==> config.mk <==
export PLATFORM = sky130hd
export DESIGN_NAME = ram_arbiter_flat
export DESIGN_NICKNAME = d
export VERILOG_FILES = /design/src/rtl/ram_arbiter_if.sv /design/src/rtl/ram_arbiter.sv /design/src/flat_wrapper.sv
export SDC_FILE = /design/constraint.sdc
export NUM_CORES = 1
export LEC_CHECK = 0
export BUFFER_PORTS_ARGS = -buffer_cell sky130_fd_sc_hd__buf_2
export CAP_MARGIN = 20
export CORE_UTILIZATION = 45
export DETAILED_ROUTE_END_ITERATION = 12
export PLACE_DENSITY_LB_ADDON = 0.05
export SLEW_MARGIN = 20
export SYNTH_ARGS = -nofsm -noshare
export SYNTH_HDL_FRONTEND = slang
export SYNTH_SLANG_ARGS = --single-unit
==> constraint.sdc <==
create_clock -name clk -period 3.2 [get_ports clk]
set_input_delay 0.48 -clock clk [delete_from_list [all_inputs] [get_ports clk]]
set_output_delay 0.48 -clock clk [all_outputs]
set_load 0.01 [all_outputs]
==> src/rtl/ram_arbiter_if.sv <==
// Bundle of the requester-side and RAM-side signals of ram_arbiter.
// The slave modport is the arbiter's view of the bundle; the master modport is the environment's view.
interface ram_arbiter_if #(
    parameter int AW = 8,
    parameter int DW = 32
);
    logic          m0_req;
    logic          m1_req;
    logic          m0_wr;
    logic          m1_wr;
    logic [AW-1:0] m0_addr;
    logic [AW-1:0] m1_addr;
    logic [DW-1:0] m0_wdata;
    logic [DW-1:0] m1_wdata;
    logic          m0_gnt;
    logic          m1_gnt;
    logic          m0_rvalid;
    logic          m1_rvalid;
    logic [DW-1:0] rdata;
    logic          ram_cen;
    logic          ram_wen;
    logic [AW-1:0] ram_addr;
    logic [DW-1:0] ram_din;
    logic [DW-1:0] ram_dout;

    modport slave (
        input  m0_req, m1_req, m0_wr, m1_wr, m0_addr, m1_addr, m0_wdata, m1_wdata, ram_dout,
        output m0_gnt, m1_gnt, m0_rvalid, m1_rvalid, rdata,
        output ram_cen, ram_wen, ram_addr, ram_din
    );

    modport master (
        output m0_req, m1_req, m0_wr, m1_wr, m0_addr, m1_addr, m0_wdata, m1_wdata, ram_dout,
        input  m0_gnt, m1_gnt, m0_rvalid, m1_rvalid, rdata,
        input  ram_cen, ram_wen, ram_addr, ram_din
    );
endinterface

==> src/rtl/ram_arbiter.sv <==
// Two-requester arbiter in front of a single-port synchronous RAM (1-cycle read latency).
// Tie-break is round-robin by default; define RAM_ARB_FIXED_PRIO_EN for fixed priority to requester 0.
module ram_arbiter #(
    parameter int AW = 8,
    parameter int DW = 32
) (
    input  logic         clk,
    input  logic         reset,
    ram_arbiter_if.slave bus
);
    logic [1:0]    w_req;
    logic [1:0]    w_wr;
    logic [AW-1:0] w_addr  [2];
    logic [DW-1:0] w_wdata [2];
    logic [1:0]    w_eff;
    logic          w_any;
    logic          w_win;

    logic [1:0]    r_gnt;
    logic [1:0]    r_rvalid;
    logic          r_rd_pend;
    logic          r_rd_owner;
    logic          r_cen;
    logic          r_wen;
    logic [AW-1:0] r_addr;
    logic [DW-1:0] r_din;

    assign w_req      = {bus.m1_req, bus.m0_req};
    assign w_wr       = {bus.m1_wr, bus.m0_wr};
    assign w_addr[0]  = bus.m0_addr;
    assign w_addr[1]  = bus.m1_addr;
    assign w_wdata[0] = bus.m0_wdata;
    assign w_wdata[1] = bus.m1_wdata;

    // A request whose grant is showing this cycle is the one already accepted.
    generate
        for (genvar gi = 0; gi < 2; gi++) begin : g_eff
            assign w_eff[gi] = w_req[gi] & ~r_gnt[gi];
        end
    endgenerate

    assign w_any = |w_eff;

`ifdef RAM_ARB_FIXED_PRIO_EN
    always_comb begin
        w_win = 1'b0;
        if (w_eff == 2'b10) begin
            w_win = 1'b1;
        end
    end
`else
    logic r_last;

    always_comb begin
        w_win = 1'b0;
        if (w_eff == 2'b10) begin
            w_win = 1'b1;
        end else if (w_eff == 2'b11) begin
            w_win = ~r_last;
        end
    end

    always_ff @(posedge clk) begin
        if (reset) begin
            r_last <= 1'b1;
        end else if (w_any) begin
            r_last <= w_win;
        end
    end
`endif

    always_ff @(posedge clk) begin
        if (reset) begin
            r_gnt      <= '0;
            r_rvalid   <= '0;
            r_rd_pend  <= 1'b0;
            r_rd_owner <= 1'b0;
            r_cen      <= 1'b0;
            r_wen      <= 1'b0;
            r_addr     <= '0;
            r_din      <= '0;
        end else begin
            r_cen      <= w_any;
            r_gnt      <= '0;
            r_rd_pend  <= w_any & ~w_wr[w_win];
            r_rd_owner <= w_win;
            r_rvalid   <= '0;
            if (w_any) begin
                r_gnt[w_win] <= 1'b1;
                r_wen        <= w_wr[w_win];
                r_addr       <= w_addr[w_win];
                r_din        <= w_wdata[w_win];
            end
            // The RAM read happens during the grant cycle, so data is on ram_dout one cycle later.
            if (r_rd_pend) begin
                r_rvalid[r_rd_owner] <= 1'b1;
            end
        end
    end

    assign bus.m0_gnt    = r_gnt[0];
    assign bus.m1_gnt    = r_gnt[1];
    assign bus.m0_rvalid = r_rvalid[0];
    assign bus.m1_rvalid = r_rvalid[1];
    assign bus.rdata     = bus.ram_dout;
    assign bus.ram_cen   = r_cen;
    assign bus.ram_wen   = r_wen;
    assign bus.ram_addr  = r_addr;
    assign bus.ram_din   = r_din;
endmodule

==> src/flat_wrapper.sv <==
// flat-port wrapper written by rule: the top's interface ports become plain ports
module ram_arbiter_flat 
#(
    parameter int AW = 8,
    parameter int DW = 32
)
  (clk, reset, bus_m0_req, bus_m1_req, bus_m0_wr, bus_m1_wr, bus_m0_addr, bus_m1_addr, bus_m0_wdata, bus_m1_wdata, bus_ram_dout, bus_m0_gnt, bus_m1_gnt, bus_m0_rvalid, bus_m1_rvalid, bus_rdata, bus_ram_cen, bus_ram_wen, bus_ram_addr, bus_ram_din);
  ram_arbiter_if #(.AW(AW), .DW(DW)) bus_i ();
  input  logic clk;
  input  logic reset;
  input wire logic [$bits(bus_i.m0_req)-1:0] bus_m0_req;
  input wire logic [$bits(bus_i.m1_req)-1:0] bus_m1_req;
  input wire logic [$bits(bus_i.m0_wr)-1:0] bus_m0_wr;
  input wire logic [$bits(bus_i.m1_wr)-1:0] bus_m1_wr;
  input wire logic [$bits(bus_i.m0_addr)-1:0] bus_m0_addr;
  input wire logic [$bits(bus_i.m1_addr)-1:0] bus_m1_addr;
  input wire logic [$bits(bus_i.m0_wdata)-1:0] bus_m0_wdata;
  input wire logic [$bits(bus_i.m1_wdata)-1:0] bus_m1_wdata;
  input wire logic [$bits(bus_i.ram_dout)-1:0] bus_ram_dout;
  output wire logic [$bits(bus_i.m0_gnt)-1:0] bus_m0_gnt;
  output wire logic [$bits(bus_i.m1_gnt)-1:0] bus_m1_gnt;
  output wire logic [$bits(bus_i.m0_rvalid)-1:0] bus_m0_rvalid;
  output wire logic [$bits(bus_i.m1_rvalid)-1:0] bus_m1_rvalid;
  output wire logic [$bits(bus_i.rdata)-1:0] bus_rdata;
  output wire logic [$bits(bus_i.ram_cen)-1:0] bus_ram_cen;
  output wire logic [$bits(bus_i.ram_wen)-1:0] bus_ram_wen;
  output wire logic [$bits(bus_i.ram_addr)-1:0] bus_ram_addr;
  output wire logic [$bits(bus_i.ram_din)-1:0] bus_ram_din;
  assign bus_i.m0_req = bus_m0_req;
  assign bus_i.m1_req = bus_m1_req;
  assign bus_i.m0_wr = bus_m0_wr;
  assign bus_i.m1_wr = bus_m1_wr;
  assign bus_i.m0_addr = bus_m0_addr;
  assign bus_i.m1_addr = bus_m1_addr;
  assign bus_i.m0_wdata = bus_m0_wdata;
  assign bus_i.m1_wdata = bus_m1_wdata;
  assign bus_i.ram_dout = bus_ram_dout;
  assign bus_m0_gnt = bus_i.m0_gnt;
  assign bus_m1_gnt = bus_i.m1_gnt;
  assign bus_m0_rvalid = bus_i.m0_rvalid;
  assign bus_m1_rvalid = bus_i.m1_rvalid;
  assign bus_rdata = bus_i.rdata;
  assign bus_ram_cen = bus_i.ram_cen;
  assign bus_ram_wen = bus_i.ram_wen;
  assign bus_ram_addr = bus_i.ram_addr;
  assign bus_ram_din = bus_i.ram_din;
  ram_arbiter #(.AW(AW), .DW(DW)) u_core (.clk(clk), .reset(reset), .bus(bus_i));
endmodule
==> impl_metrics.tcl <==
set metrics [dict create \
    synth_cell_types 24 \
    crit_fanout 44 \
    synth-warning-count 0 \
    coreArea_um2 5960 \
    rows 28 \
    seq_area_um2 981 \
    drv_slew 0 \
    grt_max_degree 46 \
    startpoint_type "register" \
    nFillCells 580 \
    cts_resized 0 \
    cpLargestDelayFamily "simple AND/OR/NAND/NOR gates" \
    ys_seq_area_share_pct 35.1 \
    antenna_left 0 \
    multi_input_area_um2 1410 \
    cp.arrival_ns 2.15 \
    cts_tree "built" \
    drtIter0Drc 135 \
    clk_pin_slew_ns 0.09 \
    die-area_um2 6530 \
    clock_path_buffers 2 \
    wl_mm 7.54 \
    relSlewSlack_pct 38.0 \
    p_seq_share_pct 49.7 \
    ys_ff_latch 49 \
    cp_data_required_time_ns 3.39 \
    critPathSlowestCell "nand2_2" \
    layout_commonest_cell "buf_2" \
    path_cells "nand3b_4 -> nand2_2 -> a221o_1" \
    hold_class "reg2reg" \
    hold_viol 0 \
    drive_gt1_share_pct 39.5 \
    synthCells 300 \
    grt_pass1_vias 2294 \
    cp.buffers_inverters 0 \
    clock-root-buffer "clkbuf_8" \
    p_sw_w 0.000433 \
    holdWs_ns 0.429 \
    cts-hold-fix-buffers 0 \
    finClkSkew_ns 0.00616 \
    clockPowerShare_pct 24.8 \
    die_h_um 80.8 \
    power_frac_comb_pct 25.5 \
    path_class "reg2reg" \
    ir_drop_mv 0.205 \
    dpl.hpwl_mm 4.77 \
    syn_to_final_growth_pct 17.0 \
    synth_area_um2 2800 \
    htreeDepth 2 \
    cts_setup_buffers 0 \
    antenna_found_initial 0 \
    firstDrtPassIters 4 \
    setup_tns_ns 0 \
    vias 2547 \
    grt_use_total_pct 22.4 \
    grt_setup_unrepaired "no" \
    drt-vias-per-instance 5.63 \
    floorplan.initialDensity_pct 47.0 \
    finalNetCount 494 \
    ios 196 \
    routabilityCongestion 0.732 \
    status "finished clean" \
    intPower_w 0.000997 \
    layout_common_cells "131 x buf_2, 49 x dfxtp_1, 42 x a21oi_1, 41 x nand2b_1" \
    switching_share_pct 30.3 \
    clk_latency_ns 0.30 \
    syn_avg_cell_area_um2 9.32 \
    antenna_cells 0 \
    leakage_nw 1.66 \
    clock_sinks 49 \
    grt_pass1_wl_mm 11.3 \
    tightest_slew_ns 0.929 \
    portBuffers 131 \
    slowest_delay_ns 0.57 \
    min_period_ns 1.95 \
    grt-ovfl-total 0 \
    drc 0 \
    power_density_nw_per_um2 437 \
    timing.fmax_ghz 0.512 \
    die_x_um 80.8 \
    synth_nets 418 \
    end_kind "register" \
    cap_violations 0 \
    cts_buffers 5 \
    timing.final.setup_violations 0 \
    fin_crit_sh_pct 61.1 \
    wl_per_cell_um 16.7 \
]
[through the flow]
| stage | power [W] | instance area [um^2] | util [%] | instances | setup slack (ns) |
|---|---|---|---|---|---|
| final | 0.00143 | 3270 | 54.9 | 452 | 1.25 |
| after CTS | 0.00144 | 3270 | 54.9 | 452 | 1.20 |
| after global placement | 0.00109 | 3190 | 53.6 | 444 | 1.05 |
| after global routing | 0.00151 | 3270 | 54.9 | 452 | 1.08 |
| after detailed placement | 0.00109 | 3190 | 53.6 | 444 | 1.02 |
| after floorplan | 0.000981 | 2800 | - | 300 | 1.76 |
[registers in the layout, indices dropped and copies added, names as in the netlist]
signal               count
u_core.r_rd_pend         1
u_core.r_gnt             2
u_core.r_last            1
u_core.bus.ram_cen       1
u_core.r_rd_owner        1
u_core.r_rvalid          2
u_core.bus.ram_din      32
u_core.bus.ram_addr      8
u_core.bus.ram_wen       1
[power groups by stage]
stage	Sequential, W	Clock, W	Combinational, W
after detailed placement	0.000723	0	0.000368
after global placement	0.000725	0	0.000363
final	0.000711	0.000354	0.000365
after floorplan	0.000749	0	0.000232
after global routing	0.000718	0.000390	0.000401
after CTS	0.000710	0.000364	0.000368
[Yosys cell counts, drive strengths merged]
cell type	instances	area share, %
a21boi	1	0.27
a21o	1	0.27
a21oi	42	7.5
a221o	40	14
a31oi	1	0.22
and3	1	0.22
and3b	1	0.31
and4b	40	14
buf	51	12
clkbuf	17	2.3
dfxtp	49	35
inv	2	0.27
nand2	2	0.36
nand2b	42	9.4
nand3b	1	0.72
nor2	3	0.40
nor2b	2	0.45
nor3	2	0.54
nor3b	1	0.27
o31a	1	0.31
[worst paths after layout]
check | slack [ns] | from | cells past startpoint | end
worst max-delay path | 1.25 | u_core.r_gnt[0] | 3 | u_core.bus.ram_addr[1]
worst min-delay path | 0.43 | u_core.r_rd_owner | 1 | u_core.r_rvalid[0]
worst max register to register | 1.25 | u_core.r_gnt[0] | 3 | u_core.bus.ram_addr[1]
worst min register to register | 0.43 | u_core.r_rd_owner | 1 | u_core.r_rvalid[0]
[area by class of cell]
cell class | count | area share [%]
repair buffers | 137 | 21.4
clock buffers | 6 | 2.22
inverters | 2 | 0.229
multi-input cells | 181 | 43.0
clock inverters | 2 | 0.306
well taps | 75 | 2.87
flip-flops and latches | 49 | 30.0
[metal layers]
metal | track usage, % | up-vias | share of wire, %
met5 | 0 | - | 0
met4 | 7.68 | 0 | 2.0
met3 | 4.83 | 16 | 6.9
met2 | 35.3 | 119 | 47
met1 | 30.0 | 1164 | 45
li1 | - | 1248 | -
[cells by family (layout without fill, tap and decap cells)]
kind of cell,count (synthesis),after routing,share of synthesized area (%)
buffers and inverters,70,147,15.0
AO/OA/AOI/OAI,86,86,22.9
flip-flops,49,49,35.1
AND/OR/NAND/NOR,95,95,27.0
[worst register-to-register path, stage by stage (launching register included)]
cell,delay [ns]
dfxtp_1,0.36
nand3b_4,0.41
nand2_2,0.58
a221o_1,0.50
Power figures use the tool's default switching activity.
